`src/rtl/rc4_pkg.sv`:
```
// RC4 shared types and constants.
// Holds the KSA state enum and the KSA control bundle.
package rc4_pkg;

  localparam int KEY_BYTES = 3;
  localparam int S_DEPTH   = 256;
  localparam int MSG_LEN   = 32;

  typedef enum logic [2:0] {
    IDLE,
    READ_I,
    LATCH_I,
    READ_J,
    LATCH_J,
    WRITE_I,
    WRITE_J
  } ksa_state_t;

  // sel_addr: [0]=i, [1]=j, none=0
  // sel_data: [0]=s_j, [1]=s_i, none=0
  typedef struct packed {
    logic       load;
    logic       inc_i;
    logic       store_j;
    logic       store_s_i;
    logic       store_s_j;
    logic [1:0] sel_addr;
    logic [1:0] sel_data;
  } ksa_ctl_t;

endpackage

```
`src/rtl/ksa_datapath.sv`:
```
// KSA datapath: i/j/kidx/s_i/s_j/key registers, S-memory muxes.
// Ports: clk, rst, ctl strobes, key, s_rddata in; s_addr, s_wrdata, i_last out.
module ksa_datapath
  import rc4_pkg::*;
#(
  parameter int KEY_BYTES = 3,
  parameter int DATA_W    = 8,
  parameter int ADDR_W    = 8
) (
  input  logic                   clk,
  input  logic                   rst,
  input  ksa_ctl_t               ctl,
  input  logic [8*KEY_BYTES-1:0] key,
  input  logic [DATA_W-1:0]      s_rddata,
  output logic [ADDR_W-1:0]      s_addr,
  output logic [DATA_W-1:0]      s_wrdata,
  output logic                   i_last
);

  localparam int KW =
    (KEY_BYTES > 1) ? $clog2(KEY_BYTES) : 1;

  logic [ADDR_W-1:0]      i_q, i_d;
  logic [ADDR_W-1:0]      j_q, j_d;
  logic [KW-1:0]          kidx_q, kidx_d;
  logic [DATA_W-1:0]      s_i_q, s_i_d;
  logic [DATA_W-1:0]      s_j_q, s_j_d;
  logic [8*KEY_BYTES-1:0] key_q, key_d;
  logic [7:0]             key_byte;

  // byte 0 sits in the top byte of the key word
  always_comb begin
    key_byte = '0;
    for (int k = 0; k < KEY_BYTES; k++) begin
      if (kidx_q == KW'(k)) begin
        key_byte = key_q[8*(KEY_BYTES-1-k) +: 8];
      end
    end
  end

  always_comb begin
    i_d    = i_q;
    j_d    = j_q;
    kidx_d = kidx_q;
    s_i_d  = s_i_q;
    s_j_d  = s_j_q;
    key_d  = key_q;
    if (ctl.load) begin
      key_d  = key;
      i_d    = '0;
      j_d    = '0;
      kidx_d = '0;
    end
    if (ctl.store_j) begin
      j_d = j_q + ADDR_W'(s_rddata)
                + ADDR_W'(key_byte);
    end
    if (ctl.store_s_i) begin
      s_i_d = s_rddata;
    end
    if (ctl.store_s_j) begin
      s_j_d = s_rddata;
    end
    if (ctl.inc_i) begin
      i_d = i_q + ADDR_W'(1);
      if (kidx_q == KW'(KEY_BYTES-1)) begin
        kidx_d = '0;
      end else begin
        kidx_d = kidx_q + KW'(1);
      end
    end
  end

  always_ff @(posedge clk) begin
    if (rst) begin
      i_q    <= '0;
      j_q    <= '0;
      kidx_q <= '0;
      s_i_q  <= '0;
      s_j_q  <= '0;
      key_q  <= '0;
    end else begin
      i_q    <= i_d;
      j_q    <= j_d;
      kidx_q <= kidx_d;
      s_i_q  <= s_i_d;
      s_j_q  <= s_j_d;
      key_q  <= key_d;
    end
  end

  always_comb begin
    s_addr = '0;
    unique case (1'b1)
      ctl.sel_addr[0]: s_addr = i_q;
      ctl.sel_addr[1]: s_addr = j_q;
      default:         s_addr = '0;
    endcase
  end

  always_comb begin
    s_wrdata = '0;
    unique case (1'b1)
      ctl.sel_data[0]: s_wrdata = s_j_q;
      ctl.sel_data[1]: s_wrdata = s_i_q;
      default:         s_wrdata = '0;
    endcase
  end

  assign i_last = (i_q == '1);

endmodule

```
`src/rtl/ksa_engine.sv`:
```
// RC4 key-scheduling engine: permutes S in place with the key.
// Ports: clk, rst, en/rdy handshake, key, single-port S memory.
module ksa_engine
  import rc4_pkg::*;
#(
  parameter int KEY_BYTES = 3,
  parameter int DATA_W    = 8,
  parameter int ADDR_W    = 8
) (
  input  logic                   clk,
  input  logic                   rst,
  input  logic                   en,
  output logic                   rdy,
  input  logic [8*KEY_BYTES-1:0] key,
  output logic [ADDR_W-1:0]      s_addr,
  output logic [DATA_W-1:0]      s_wrdata,
  output logic                   s_wren,
  input  logic [DATA_W-1:0]      s_rddata
);

  ksa_state_t state_q, state_d;
  ksa_ctl_t   ctl;
  logic       i_last;

  always_ff @(posedge clk) begin
    if (rst) begin
      state_q <= IDLE;
    end else begin
      state_q <= state_d;
    end
  end

  always_comb begin
    state_d = state_q;
    ctl     = '0;
    s_wren  = 1'b0;
    unique case (state_q)
      IDLE: begin
        if (en) begin
          ctl.load = 1'b1;
          state_d  = READ_I;
        end
      end
      READ_I: begin
        ctl.sel_addr = 2'b01;
        state_d      = LATCH_I;
      end
      LATCH_I: begin
        ctl.sel_addr  = 2'b01;
        ctl.store_s_i = 1'b1;
        ctl.store_j   = 1'b1;
        state_d       = READ_J;
      end
      READ_J: begin
        ctl.sel_addr = 2'b10;
        state_d      = LATCH_J;
      end
      LATCH_J: begin
        ctl.sel_addr  = 2'b10;
        ctl.store_s_j = 1'b1;
        state_d       = WRITE_I;
      end
      WRITE_I: begin
        ctl.sel_addr = 2'b01;
        ctl.sel_data = 2'b01;
        s_wren       = 1'b1;
        state_d      = WRITE_J;
      end
      WRITE_J: begin
        ctl.sel_addr = 2'b10;
        ctl.sel_data = 2'b10;
        s_wren       = 1'b1;
        if (i_last) begin
          state_d = IDLE;
        end else begin
          ctl.inc_i = 1'b1;
          state_d   = READ_I;
        end
      end
      default: state_d = IDLE;
    endcase
  end

  assign rdy = (state_q == IDLE);

  ksa_datapath #(
    .KEY_BYTES (KEY_BYTES),
    .DATA_W    (DATA_W),
    .ADDR_W    (ADDR_W)
  ) u_dp (
    .clk      (clk),
    .rst      (rst),
    .ctl      (ctl),
    .key      (key),
    .s_rddata (s_rddata),
    .s_addr   (s_addr),
    .s_wrdata (s_wrdata),
    .i_last   (i_last)
  );

endmodule

```
`config.mk`:
```
export PLATFORM = sky130hd
export DESIGN_NAME = ksa_engine
export DESIGN_NICKNAME = d
export VERILOG_FILES = /design/src/rtl/rc4_pkg.sv /design/src/rtl/ksa_datapath.sv /design/src/rtl/ksa_engine.sv
export SDC_FILE = /design/constraint.sdc
export NUM_CORES = 1
export LEC_CHECK = 0
export ABC_CLOCK_PERIOD_IN_PS = 2700
export BUFFER_PORTS_ARGS = -buffer_cell sky130_fd_sc_hd__buf_4
export CAP_MARGIN = 20
export CORE_UTILIZATION = 51
export CTS_CLUSTER_DIAMETER = 120
export DETAILED_ROUTE_END_ITERATION = 8
export PLACE_DENSITY = 0.76
export SYNTH_ARGS = -nofsm -noshare
export SYNTH_HDL_FRONTEND = slang
export SYNTH_SLANG_ARGS = --single-unit
```
`constraint.sdc`:
```
create_clock -name clk -period 2.7 [get_ports clk]
set_clock_uncertainty 0.1 [all_clocks]
set_input_delay 0.54 -clock clk [delete_from_list [all_inputs] [get_ports clk]]
set_output_delay 0.54 -clock clk [all_outputs]
set_load 0.1 [all_outputs]
```
* Yosys cells after proc, flatten, opt, wreduce, memory -nomap -nowiden
Cells that the tools add are included.
Word-level totals: register bits 61, input port bits 35, output and inout port bits 18, logic and storage cells 51
Operators by class: $add $sub $neg 4, equality and inequality tests 10, muxes and demuxes 23, reduce and logical (&&, ||, !) cells 7
Operator list (count):
- $mux 8 | 6
- $pmux 8 s2 | 2
- $pmux 3 s7 | 1
- $add 8x8->8 | 2
- $eq 3x3->1 const B | 3
- $add 8x1->8 const B | 1
- $eq 8x8->1 const B | 1
- $mux 2 | 4
- $pmux 2 s2 | 2
- $mux 1 | 7
- $eq 3x2->1 const B | 2
- $reduce_or 3->1 | 2
- $reduce_bool 2->1 | 2
- $eq 3x1->1 const B | 1
- $logic_not 3->1 | 1
- $mux 3 | 1
- $add 2x1->2 const B | 1
- $eq 2x1->1 const B | 1
- $eq 2x2->1 const B | 1
- $logic_not 2->1 | 1
- $ne 2x2->1 const B | 1
- $reduce_or 2->1 | 1

* Logic depth before layout (Yosys ltp)
Gate-level depths: netlist of run 1.
depth in word-level cells 6, gate-level depth with buffers 13, mapped depth without buffers 12

* Cells and area by module
From an unflattened synthesis of run 1, not the netlist that was laid out.
Unflattened totals: cells, all modules 342, area total of the unflattened synthesis 3109.2 um^2
By module, submodules not included:
- ksa_datapath | times used 1, cells each 316, area each 2921.6 um^2, sequential area each 1161.1 um^2
- ksa_engine | times used 1, cells each 26, area each 187.7 um^2, sequential area each 60.1 um^2

* Worst setup path before layout of run 1
No wires, ideal clock.
path type register to register, start point reg state_q[2], end point reg u_dp.i_q[3], setup time 0.132 ns, arrival 3.570 ns, data required time 2.468 ns, path slack -1.102 ns, stages on the path, launching flop included 7, path buffers 1, period minus slack after synthesis 3.802 ns, cells stage by stage dfxtp_1 nor3_1 nand2_1 and2_1 buf_2 o21ai_0 a21oi_1
On the way: longest elaborated chain between the ends 3, elaborated cells on any way between the ends 6, those cells by class eq/ne (1); mux (3); reduce/logical (2)
Ends and longest elaborated chain:
- from (decl) | line ksa_engine.sv:21 | ksa_state_t state_q, state_d;
- from (signal assigned) | line ksa_engine.sv:29 | state_q <= state_d;
- $logic_not 3->1
- named net rdy | line ksa_engine.sv:13 | output logic rdy,
- $mux 1 | line ksa_engine.sv:37 | unique case (state_q)
- $reduce_bool 2->1 (no source line)
- to (signal assigned) | line ksa_datapath.sv:83 | i_q <= i_d;
- to (decl) | line ksa_datapath.sv:23 | logic [ADDR_W-1:0] i_q, i_d;
The timed path passes the listed nets, and every way through them passes these cells. A chain may end at the register's enable or synchronous reset.

* Worst setup path in the final report of run 1
start point reg u_dp.kidx_q[1], end point reg u_dp.j_q[7]
On the way: longest elaborated chain between the ends 6, elaborated cells on any way between the ends 8, those cells by class add/sub (1); eq/ne (2); mux (4); reduce/logical (1)
Ends and longest elaborated chain:
- from (decl) | line ksa_datapath.sv:25 | logic [KW-1:0] kidx_q, kidx_d;
- from (signal assigned) | line ksa_datapath.sv:85 | kidx_q <= kidx_d;
- $logic_not 2->1 | line ksa_datapath.sv:35 | if (kidx_q == KW'(k)) begin
- $mux 8 (2 in a row) | line ksa_datapath.sv:35
- $mux 8 * | line ksa_datapath.sv:35
- $add 8x8->8 * | line ksa_datapath.sv:56 | + ADDR_W'(key_byte);
- $mux 8 * | line ksa_datapath.sv:54 | if (ctl.store_j) begin
- to (signal assigned) | line ksa_datapath.sv:84 | j_q <= j_d;
- to (decl) | line ksa_datapath.sv:24 | logic [ADDR_W-1:0] j_q, j_d;
Every way passes the cells marked *; elsewhere a longest branch is shown, timed or not.

==> results of run 1 <==
[worst register-to-register path: stages, from the launching register on]
cell,delay [ns]
dfxtp_4,0.38
mux2i_2,0.16
o22a_1,0.22
fa_1,0.49
inv_1,0.05
ha_2,0.19
inv_2,0.05
fa_2,0.20
nor2b_2,0.06
o31ai_2,0.23
a21oi_1,0.11
or4_1,0.41
nand3_1,0.09
[layer usage]
metal,GRT usage (%),up-vias,share of wire [%]
met4,12.8,0,2.4
li1,-,1529,-
met5,0,-,0
met2,44.3,74,50
met3,4.18,16,3.7
met1,32.9,1450,44
[logic make-up (layout without fill, tap and decap cells)]
| group | Yosys count | after routing | share of synthesized area, % |
|---|---|---|---|
| AO/OA/AOI/OAI | 96 | 96 | 18.0 |
| AND/OR/NAND/NOR | 162 | 162 | 22.0 |
| flip-flops | 61 | 61 | 37.0 |
| adder cells (fa/ha/maj) | 15 | 15 | 7.51 |
| buffers and inverters | 59 | 124 | 7.44 |
| multiplexers | 22 | 22 | 6.68 |
| XOR/XNOR | 5 | 5 | 1.33 |
[layout make-up]
cell class / instances / area share [%]
Multi-Input combinational cell: 300 / 45.9
Clock inverter: 5 / 1.81
Timing Repair Buffer: 79 / 14.4
Tap cell: 75 / 2.26
Sequential cell: 61 / 29.6
Inverter: 30 / 2.71
Clock buffer: 10 / 3.31
[worst max path at each step]
| stage | endpoint | slack, ns | cells past startpoint |
|---|---|---|---|
| after detailed placement | u_dp.j_q[7]$_SDFFE_PP0P_ | -0.26 | 12 |
| final | u_dp.j_q[7]$_SDFFE_PP0P_ | -0.07 | 12 |
| after global placement | u_dp.j_q[7]$_SDFFE_PP0P_ | -0.13 | 12 |
| after CTS | u_dp.j_q[7]$_SDFFE_PP0P_ | -0.11 | 12 |
| after global routing | u_dp.j_q[7]$_SDFFE_PP0P_ | -0.18 | 12 |
| after floorplan | u_dp.i_q[3]$_SDFFE_PP0P_ | -0.07 | 6 |
[placed cells by master (no fill, tap or decap), types with 7 or more instances in the layout]
cell type   n
mux2i_1    21
a22oi_1    15
nand2_1    79
a21oi_1    44
inv_1      29
nor2b_2    10
buf_4      77
nor2_1     33
nand3_1     9
dfxtp_1    59
fa_1        7
clkbuf_8   10
[flip-flops by register name, indices dropped and copies added, names as in the netlist]
signal       flops
state_q          3
u_dp.i_q         8
u_dp.j_q         8
u_dp.key_q      24
u_dp.kidx_q      2
u_dp.s_i_q       8
u_dp.s_j_q       8
[what timing repair did]
| action | CTS | global route |
|---|---|---|
| setup buffers | 0 | 2 |
| endpoints found under the setup margin | 21 | 4 |
| gates resized for setup | 5 | 11 |
| pin swaps | 0 | 7 |
[power groups by stage]
stage | registers [W] | clock network [W] | logic, W
after floorplan | 0.000988 | 0 | 0.000291
after global placement | 0.000999 | 0 | 0.000418
after detailed placement | 0.00100 | 0 | 0.000431
after CTS | 0.000981 | 0.000888 | 0.000437
after global routing | 0.000985 | 0.000938 | 0.000499
final | 0.000982 | 0.000874 | 0.000449
[through the flow]
step	hold WS, ns	TNS, ns	power (W)
2_1_floorplan	0.336	-0.337	0.00128
3_3_place_gp	0.342	-0.283	0.00142
3_5_place_dp	0.349	-0.544	0.00143
4_1_cts	0.330	-0.124	0.00231
5_1_grt	0.338	-0.434	0.00242
6_report	0.342	-0.0722	0.00230
==> results.yml, run 1 <==
place:
  portBuffers: 52
  globalplace.congestion: 0.885
  dpl_worst_slack_ns: -0.259
  dp.cells: 543
  dpl.hpwl_um: 5730
  placed_area_sq_um: 3880
drt:
  vias: 3069
  totalWireLength_um: 8160
  wl_per_cell_um: 14.6
  final_antenna_net_count: 0
  drc_errors: 0
  via_per_inst: 5.48
  drtIter0Drc: 185
  dr.pass1.iters: 4
yosys:
  yosys-top-cells-area: "dfxtp_1, nand2_1, a21oi_1"
  ys_types: 44
  synth_seq_cells: 61
  synth_most_common_cell: "nand2_1"
  synthDominantCellAreaShare_pct: 37.0
  syn-instance-count: 420
  yosys-top-cells-count: "nand2_1, dfxtp_1, a21oi_1, nor2_1, inv_1"
  ys_warn_count: 0
  ys_seq_area_share_pct: 37.0
  synth.avg_cell_area_sq_um: 7.85
  synthFlopType: "dfxtp_1"
  syn_area_sq_um: 3300
  yosys.area.top_type: "dfxtp_1"
  ys_async_sr_fraction_pct: 0
  synth_nets: 470
  synth_edf_count: 0
critical_path:
  path_buf_inv: 2
  crit_family: "adder cells"
  r2r-end: "u_dp.j_q[7]$_SDFFE_PP0P_"
  cp-end-kind: "register"
  critPathRequiredTime_ns: 2.89
  r2r_setup_slack_ns: -0.07
  startpoint_type: "register"
  worstPathMaxFanout: 8
  crit_chain: "mux2i_2, o22a_1, fa_1, inv_1, ha_2, inv_2, fa_2, nor2b_2, o31ai_2, a21oi_1, or4_1, nand3_1"
  critPathArrivalTime_ns: 2.96
  reg2reg_from: "u_dp.kidx_q[1]$_SDFFE_PP0P_"
  crit_slowest_cell: "fa_1"
  worstSetupPathType: "reg -> reg"
  rr_worst_depth: 12
  cpPeakStageDelay_ns: 0.48
  cp-startpoint: "u_dp.kidx_q[1]$_SDFFE_PP0P_"
layout:
  final_layout_size_suffix_gt1_share_pct: 25.6
  nNetsFinal: 531
  n_antenna_cell: 0
  multi_input_area_sq_um: 1910
  seq_area_sq_um: 1230
  fin_cells: 560
  fillCellCount: 533
  utilization_pct: 68.6
  area_growth_pct: 26.1
  postLayoutCellArea_sq_um: 4160
sta:
  fin_crit_sh_pct: 103
  max_freq_ghz: 0.361
  hold_viol: 0
  worst_slew_pin_slew_ns: 0.664
  slew_viol_final: 0
  setup_violations: 1
  max_slew_margin_pct: 55.5
  setup_slack_ns: -0.0722
  finalCriticalPeriod_ns: 2.77
  rsz0062_at_grt: "yes"
power_and_ir_drop:
  leakagePower_nw: 1.68
  power.switching_w: 0.000635
  peakVddDrop_uv: 343
  clkPwrFrac_pct: 37.9
  pwr-share-seq_pct: 42.6
  power.internal_w: 0.00167
  power.share.switching_pct: 27.5
  powerDensity_nw_per_um2: 554
  p_comb_share_pct: 19.5
clock_network:
  cts_hold_buffers: 0
  cts-root-buf: "clkbuf_8"
  htreeDepth: 3
  clkSinkCount: 61
  clkLatencyLatePin_ns: 0.34
  cts_tree: "built"
  path_clk_slew_ns: 0.07
  clk_path_buf_depth: 2
  cts_buffers: 9
grt:
  grt_pass1_vias: 2918
  grt_start_max_net_pins: 62
  grt_pass1_wl_um: 13300
  grtUsageTotal_pct: 26.4
  grt_antenna_before_repair: 0
  grt_remaining_overflow: 0
die:
  dieArea_sq_um: 6790
  ios: 53
  start_util_pct: 54.4
  die_h_um: 82.4
  rows: 28
  core_sq_um: 6060
  die_w_um: 82.4
run_status:
  violations: "setup timing"
  status: "complete, but fails checks"
run:
  maxCapViolCount: 0
worst_hold_path:
  hp-start: "key[11]"
  hold_depth: 3
  hold_class: "in -> reg"
  min_to: "u_dp.key_q[11]$_SDFFE_PP0P_"
Power figures use the tool's default switching activity.
==> run 2, diff against run 1 <==
--- a/config.mk
+++ b/config.mk
@@ -11,7 +11,7 @@
 export CORE_UTILIZATION = 51
 export CTS_CLUSTER_DIAMETER = 120
 export DETAILED_ROUTE_END_ITERATION = 8
-export PLACE_DENSITY = 0.76
+export PLACE_DENSITY = 0.78
 export SYNTH_ARGS = -nofsm -noshare
 export SYNTH_HDL_FRONTEND = slang
 export SYNTH_SLANG_ARGS = --single-unit
==> run 2 against run 1 <==
Compared with the run above:
- fmax rose by 0.85%
- highest routed layer unchanged
- the run still ends with setup timing left
- sequential share of layout area fell by 0.087 points
- cell area barely moved
- non-clock buffer count grew 1
- total power fell by 5.5%
==> results.yml, run 2 (same netlist as run 1, synthesis figures left out) <==
layout:
  postLayoutCellArea_sq_um: 4160
  regMostFlops: "u_dp.key_q"
  fillCellCount: 501
  final_cell_mix: "nand2_1, buf_4, dfxtp_1, a21oi_1, nor2_1"
  nNetsFinal: 532
  n_antenna_cell: 0
  area_growth_pct: 26.2
  final_common_cell: "nand2_1"
  final_layout_size_suffix_gt1_share_pct: 26.5
  largest_register_ffs: 24
drt:
  final_antenna_net_count: 0
  drtIter0Drc: 217
  totalWireLength_um: 8000
  drc_errors: 0
  wl_per_cell_um: 14.2
  dr.pass1.iters: 4
  vias: 3090
  via_per_inst: 5.50
clock_network:
  cts_tree: "built"
  cts_buffers: 9
  htreeDepth: 3
  clkSinkCount: 61
  path_clk_slew_ns: 0.07
  clk_path_buf_depth: 2
  clkLatencyLatePin_ns: 0.35
  cts-root-buf: "clkbuf_8"
place:
  dpl.hpwl_um: 5510
  placed_area_sq_um: 3880
  globalplace.congestion: 0.886
  portBuffers: 52
sta:
  setup_violations: 2
  worst_slew_pin_slew_ns: 0.731
  slew_viol_final: 0
  max_slew_margin_pct: 51.0
  fin_crit_sh_pct: 102
  finalCriticalPeriod_ns: 2.75
  max_freq_ghz: 0.364
  rsz0062_at_grt: "yes"
  whs_ns: 0.333
  hold_viol: 0
  setup_slack_ns: -0.0488
run_status:
  status: "complete, but fails checks"
  violations: "setup timing"
worst_hold_path:
  hold_class: "in -> reg"
  hold_depth: 3
  hp-start: "key[23]"
critical_path:
  startpoint_type: "register"
  cp-end-kind: "register"
  worstSetupPathType: "reg -> reg"
  critPathRequiredTime_ns: 2.89
  rr_worst_depth: 12
  critPathArrivalTime_ns: 2.94
  worstPathMaxFanout: 5
  reg2reg_from: "u_dp.kidx_q[1]$_SDFFE_PP0P_"
  cp-startpoint: "u_dp.kidx_q[1]$_SDFFE_PP0P_"
power_and_ir_drop:
  powerDensity_nw_per_um2: 523
  leakagePower_nw: 1.66
  power.total_w: 0.00218
  peakVddDrop_uv: 435
grt:
  grt_remaining_overflow: 0
  grt_start_max_net_pins: 62
  grtUsageTotal_pct: 25.5
  grt_pass1_vias: 2794
  grt_antenna_before_repair: 0
  grt_pass1_wl_um: 12800
die:
  core_sq_um: 6060
  start_util_pct: 54.4
  die_h_um: 82.4
  ios: 53
  rows: 28
  dieArea_sq_um: 6790
  die_w_um: 82.4
run:
  maxCapViolCount: 0
==> run 2: cell count changes in the layout (fill, tap and decap cells not counted), moves of 2 or more <==
cell and delta:
bufinv_16 -2, clkinv_2 -2, clkinvlp_4 +3, inv_1 -2
inv_2 +2
==> run 2: report_power, final <==
group          switching (W)  leakage (nW)  internal [W]
combinational       0.000266          1.08      0.000195
clock               0.000380        0.0815      0.000357
sequential         0.0000344         0.498      0.000945
total               0.000680          1.66       0.00150
==> run 2: routing by layer <==
metal	share of wire (%)	GRT usage [%]
met4	2.0	8.25
met1	45	32.9
met3	4.6	7.14
met5	0	0
met2	48	41.0
==> run 2: worst paths after layout <==
kind / to / slack (ns)
setup / recovery: u_dp.j_q[7]$_SDFFE_PP0P_ / -0.05
setup reg to reg: u_dp.j_q[7]$_SDFFE_PP0P_ / -0.05
hold / removal: u_dp.key_q[23]$_SDFFE_PP0P_ / 0.33
hold reg to reg: u_dp.s_i_q[6]$_SDFFE_PP0P_ / 0.35
==> run 2: timing repair <==
action,4_1_cts,5_1_grt
pin swaps,5,5
endpoints found under the setup margin,22,5
gates resized for setup,10,13
hold buffers,0,0
buffers inserted,1,2
==> run 2: metrics by stage <==
step / TNS (ns) / std cells / setup slack (ns) / util [%]
floorplan: -0.337 / 420 / -0.0700 / -
CTS: -0.0687 / 560 / -0.0687 / 67.6
global placement: -0.187 / 543 / -0.0799 / 64.1
finish: -0.0725 / 562 / -0.0488 / 68.7
global route: -0.521 / 562 / -0.150 / 68.7
detailed placement: -0.687 / 543 / -0.209 / 64.1
==> run 2: final cells by class <==
class                   count  area (sq um)  area share [%]
clock buffers              11           141            3.40
clock inverters             5          36.3           0.872
inverters                  30           113            2.71
multi-input cells         300          1940            46.6
flip-flops and latches     61          1230            29.5
well taps                  75          93.8            2.25
repair buffers             80           612            14.7
==> run 2: critical path: stages (launching register included) <==
cell and delay (ns):
dfxtp_4 0.37, mux2i_1 0.12, o22a_1 0.23, fa_1 0.53, inv_2 0.05, ha_4 0.16
inv_2 0.06, fa_2 0.23, nor2b_4 0.06, o31ai_4 0.20, a21oi_2 0.08, or4_1 0.40
nand3_1 0.09
==> run 3, diff against run 2 <==
--- a/config.mk
+++ b/config.mk
@@ -8,10 +8,13 @@
 export ABC_CLOCK_PERIOD_IN_PS = 2700
 export BUFFER_PORTS_ARGS = -buffer_cell sky130_fd_sc_hd__buf_4
 export CAP_MARGIN = 20
-export CORE_UTILIZATION = 51
+export CELL_PAD_IN_SITES_DETAIL_PLACEMENT = 1
+export CELL_PAD_IN_SITES_GLOBAL_PLACEMENT = 1
+export CORE_UTILIZATION = 37
 export CTS_CLUSTER_DIAMETER = 120
 export DETAILED_ROUTE_END_ITERATION = 8
-export PLACE_DENSITY = 0.78
+export PLACE_DENSITY = 0.77
+export RECOVER_POWER = 25
 export SYNTH_ARGS = -nofsm -noshare
 export SYNTH_HDL_FRONTEND = slang
 export SYNTH_SLANG_ARGS = --single-unit
==> run 3 against run 2 <==
Compared with the run above:
- the flow still finishes with violations (setup timing)
- first-iteration DRC count down 60%
- register-to-register slack worse by 0.05 ns
- worst setup slack worse by 0.051 ns
- flip-flop and latch count unchanged
- hold slack better by 0.016 ns
- sequential power about the same
- clock-buffer cell count down 1
- final cell count up 6.0%
- largest cell class unchanged
- highest routed layer unchanged
==> results.yml, run 3 (same netlist as run 1, synthesis figures left out) <==
run_status:
  status: "complete, but fails checks"
  violations: "setup timing"
critical_path:
  critPathRequiredTime_ns: 2.87
  reg2reg_from: "u_dp.kidx_q[1]$_SDFFE_PP0P_"
  cp-startpoint: "u_dp.kidx_q[1]$_SDFFE_PP0P_"
  critPathArrivalTime_ns: 2.97
  worstPathMaxFanout: 7
  cp-end-kind: "register"
  startpoint_type: "register"
  worstSetupPathType: "reg -> reg"
layout:
  n_antenna_cell: 0
  final_cell_mix: "nand2_1, buf_4, dfxtp_1, a21oi_1, nor2_1"
  fin_cells: 596
  final_common_cell: "nand2_1"
  nNetsFinal: 533
  largest_register_ffs: 24
  regMostFlops: "u_dp.key_q"
  final_layout_size_suffix_gt1_share_pct: 27.7
  area_growth_pct: 30.2
  utilization_pct: 49.5
power_and_ir_drop:
  power.switching_w: 0.000692
  leakagePower_nw: 1.70
  power.total_w: 0.00236
  p_comb_share_pct: 21.2
  pwr-share-seq_pct: 41.4
  clkPwrFrac_pct: 37.4
  powerDensity_nw_per_um2: 551
  power.share.switching_pct: 29.3
  power.internal_w: 0.00167
  peakVddDrop_uv: 279
clock_network:
  cts_buffers: 9
  htreeDepth: 3
  clk_path_buf_depth: 2
  clkLatencyLatePin_ns: 0.35
  path_clk_slew_ns: 0.07
  clkSinkCount: 61
  cts_tree: "built"
  cts-root-buf: "clkbuf_8"
sta:
  finalCriticalPeriod_ns: 2.80
  hold_viol: 0
  max_slew_margin_pct: 35.7
  rsz0062_at_grt: "yes"
  setup_slack_ns: -0.0996
  fin_crit_sh_pct: 104
  max_freq_ghz: 0.357
  slew_viol_final: 0
  setup_violations: 2
  worst_slew_pin_slew_ns: 0.961
drt:
  vias: 3122
  via_per_inst: 5.24
  totalWireLength_um: 9760
  final_antenna_net_count: 0
  drtIter0Drc: 87
  dr.pass1.iters: 5
  wl_per_cell_um: 16.4
  drc_errors: 0
grt:
  grt_start_max_net_pins: 46
  grtUsageTotal_pct: 22.2
  grt_antenna_before_repair: 0
  grt_pass1_wl_um: 15500
  grt_pass1_vias: 3229
  grt_remaining_overflow: 0
place:
  portBuffers: 52
  dpl.hpwl_um: 6950
  globalplace.congestion: 0.845
  dp.cells: 577
die:
  die_w_um: 96.4
  ios: 53
  rows: 34
  start_util_pct: 38.0
  die_h_um: 96.4
  core_sq_um: 8680
  dieArea_sq_um: 9290
worst_hold_path:
  hold_class: "in -> reg"
  hp-start: "key[9]"
run:
  maxCapViolCount: 0
==> run 3: path summary, 6_finish.rpt <==
path / end / slack [ns] / cells after the start
worst max-delay path: u_dp.j_q[7]$_SDFFE_PP0P_ / -0.1 / 12
worst min-delay path: u_dp.key_q[9]$_SDFFE_PP0P_ / 0.35 / 3
worst max register to register: u_dp.j_q[7]$_SDFFE_PP0P_ / -0.1 / 12
worst min register to register: u_dp.key_q[21]$_SDFFE_PP0P_ / 0.36 / 2
==> run 3: stage by stage <==
stage	hold slack (ns)	setup WS, ns	TNS, ns	cell area (sq um)
finish	0.349	-0.0996	-0.102	4290
global route	0.346	-0.182	-0.532	4290
CTS	0.338	-0.179	-0.436	4240
detailed placement	0.348	-0.215	-0.511	3960
global placement	0.343	-0.112	-0.170	3950
floorplan	0.336	-0.0700	-0.337	3360
==> run 3: timing repair <==
item | CTS | global route
gates cloned | 0 | 0
hold endpoints to repair | 0 | 0
endpoints found under the setup margin | 5 | 6
hold buffers | 0 | 0
pin swaps | 19 | 23
resized for setup | 15 | 19
buffers inserted | 5 | 0
==> run 3: layout make-up <==
| type | count | area (sq um) |
|---|---|---|
| fill | 1077 | 4380 |
| clock buffer | 10 | 128 |
| multi-input combinational | 300 | 1970 |
| inverter | 30 | 113 |
| tap | 108 | 135 |
| sequential | 61 | 1230 |
| timing repair buffer | 81 | 633 |
| clock inverter | 6 | 87.6 |
==> run 3: metal layers <==
layer | GRT usage [%] | vias up | wire, um
met5 | 0 | - | 0
met4 | 7.60 | 0 | 153
met2 | 39.6 | 74 | 4980
met1 | 27.2 | 1499 | 4240
li1 | - | 1535 | -
met3 | 3.52 | 14 | 382
==> run 3: worst max-delay path, cell delays in order (launching register included) <==
cell and delay, ns:
dfxtp_4 0.38, buf_4 0.17, o22a_1 0.19, fa_1 0.53, inv_2 0.06, ha_4 0.17
inv_2 0.05, fa_2 0.22, nor2b_4 0.06, o31ai_4 0.20, a21oi_2 0.09, or4_4 0.43
nand3_2 0.09
==> run 3: power groups by stage <==
stage,Combinational (W),Clock (W),Sequential (W)
3_5_place_dp,0.000451,0,0.000999
6_report,0.000501,0.000884,0.000978
2_1_floorplan,0.000291,0,0.000988
3_3_place_gp,0.000425,0,0.000997
5_1_grt,0.000550,0.000944,0.000983
4_1_cts,0.000473,0.000901,0.000977
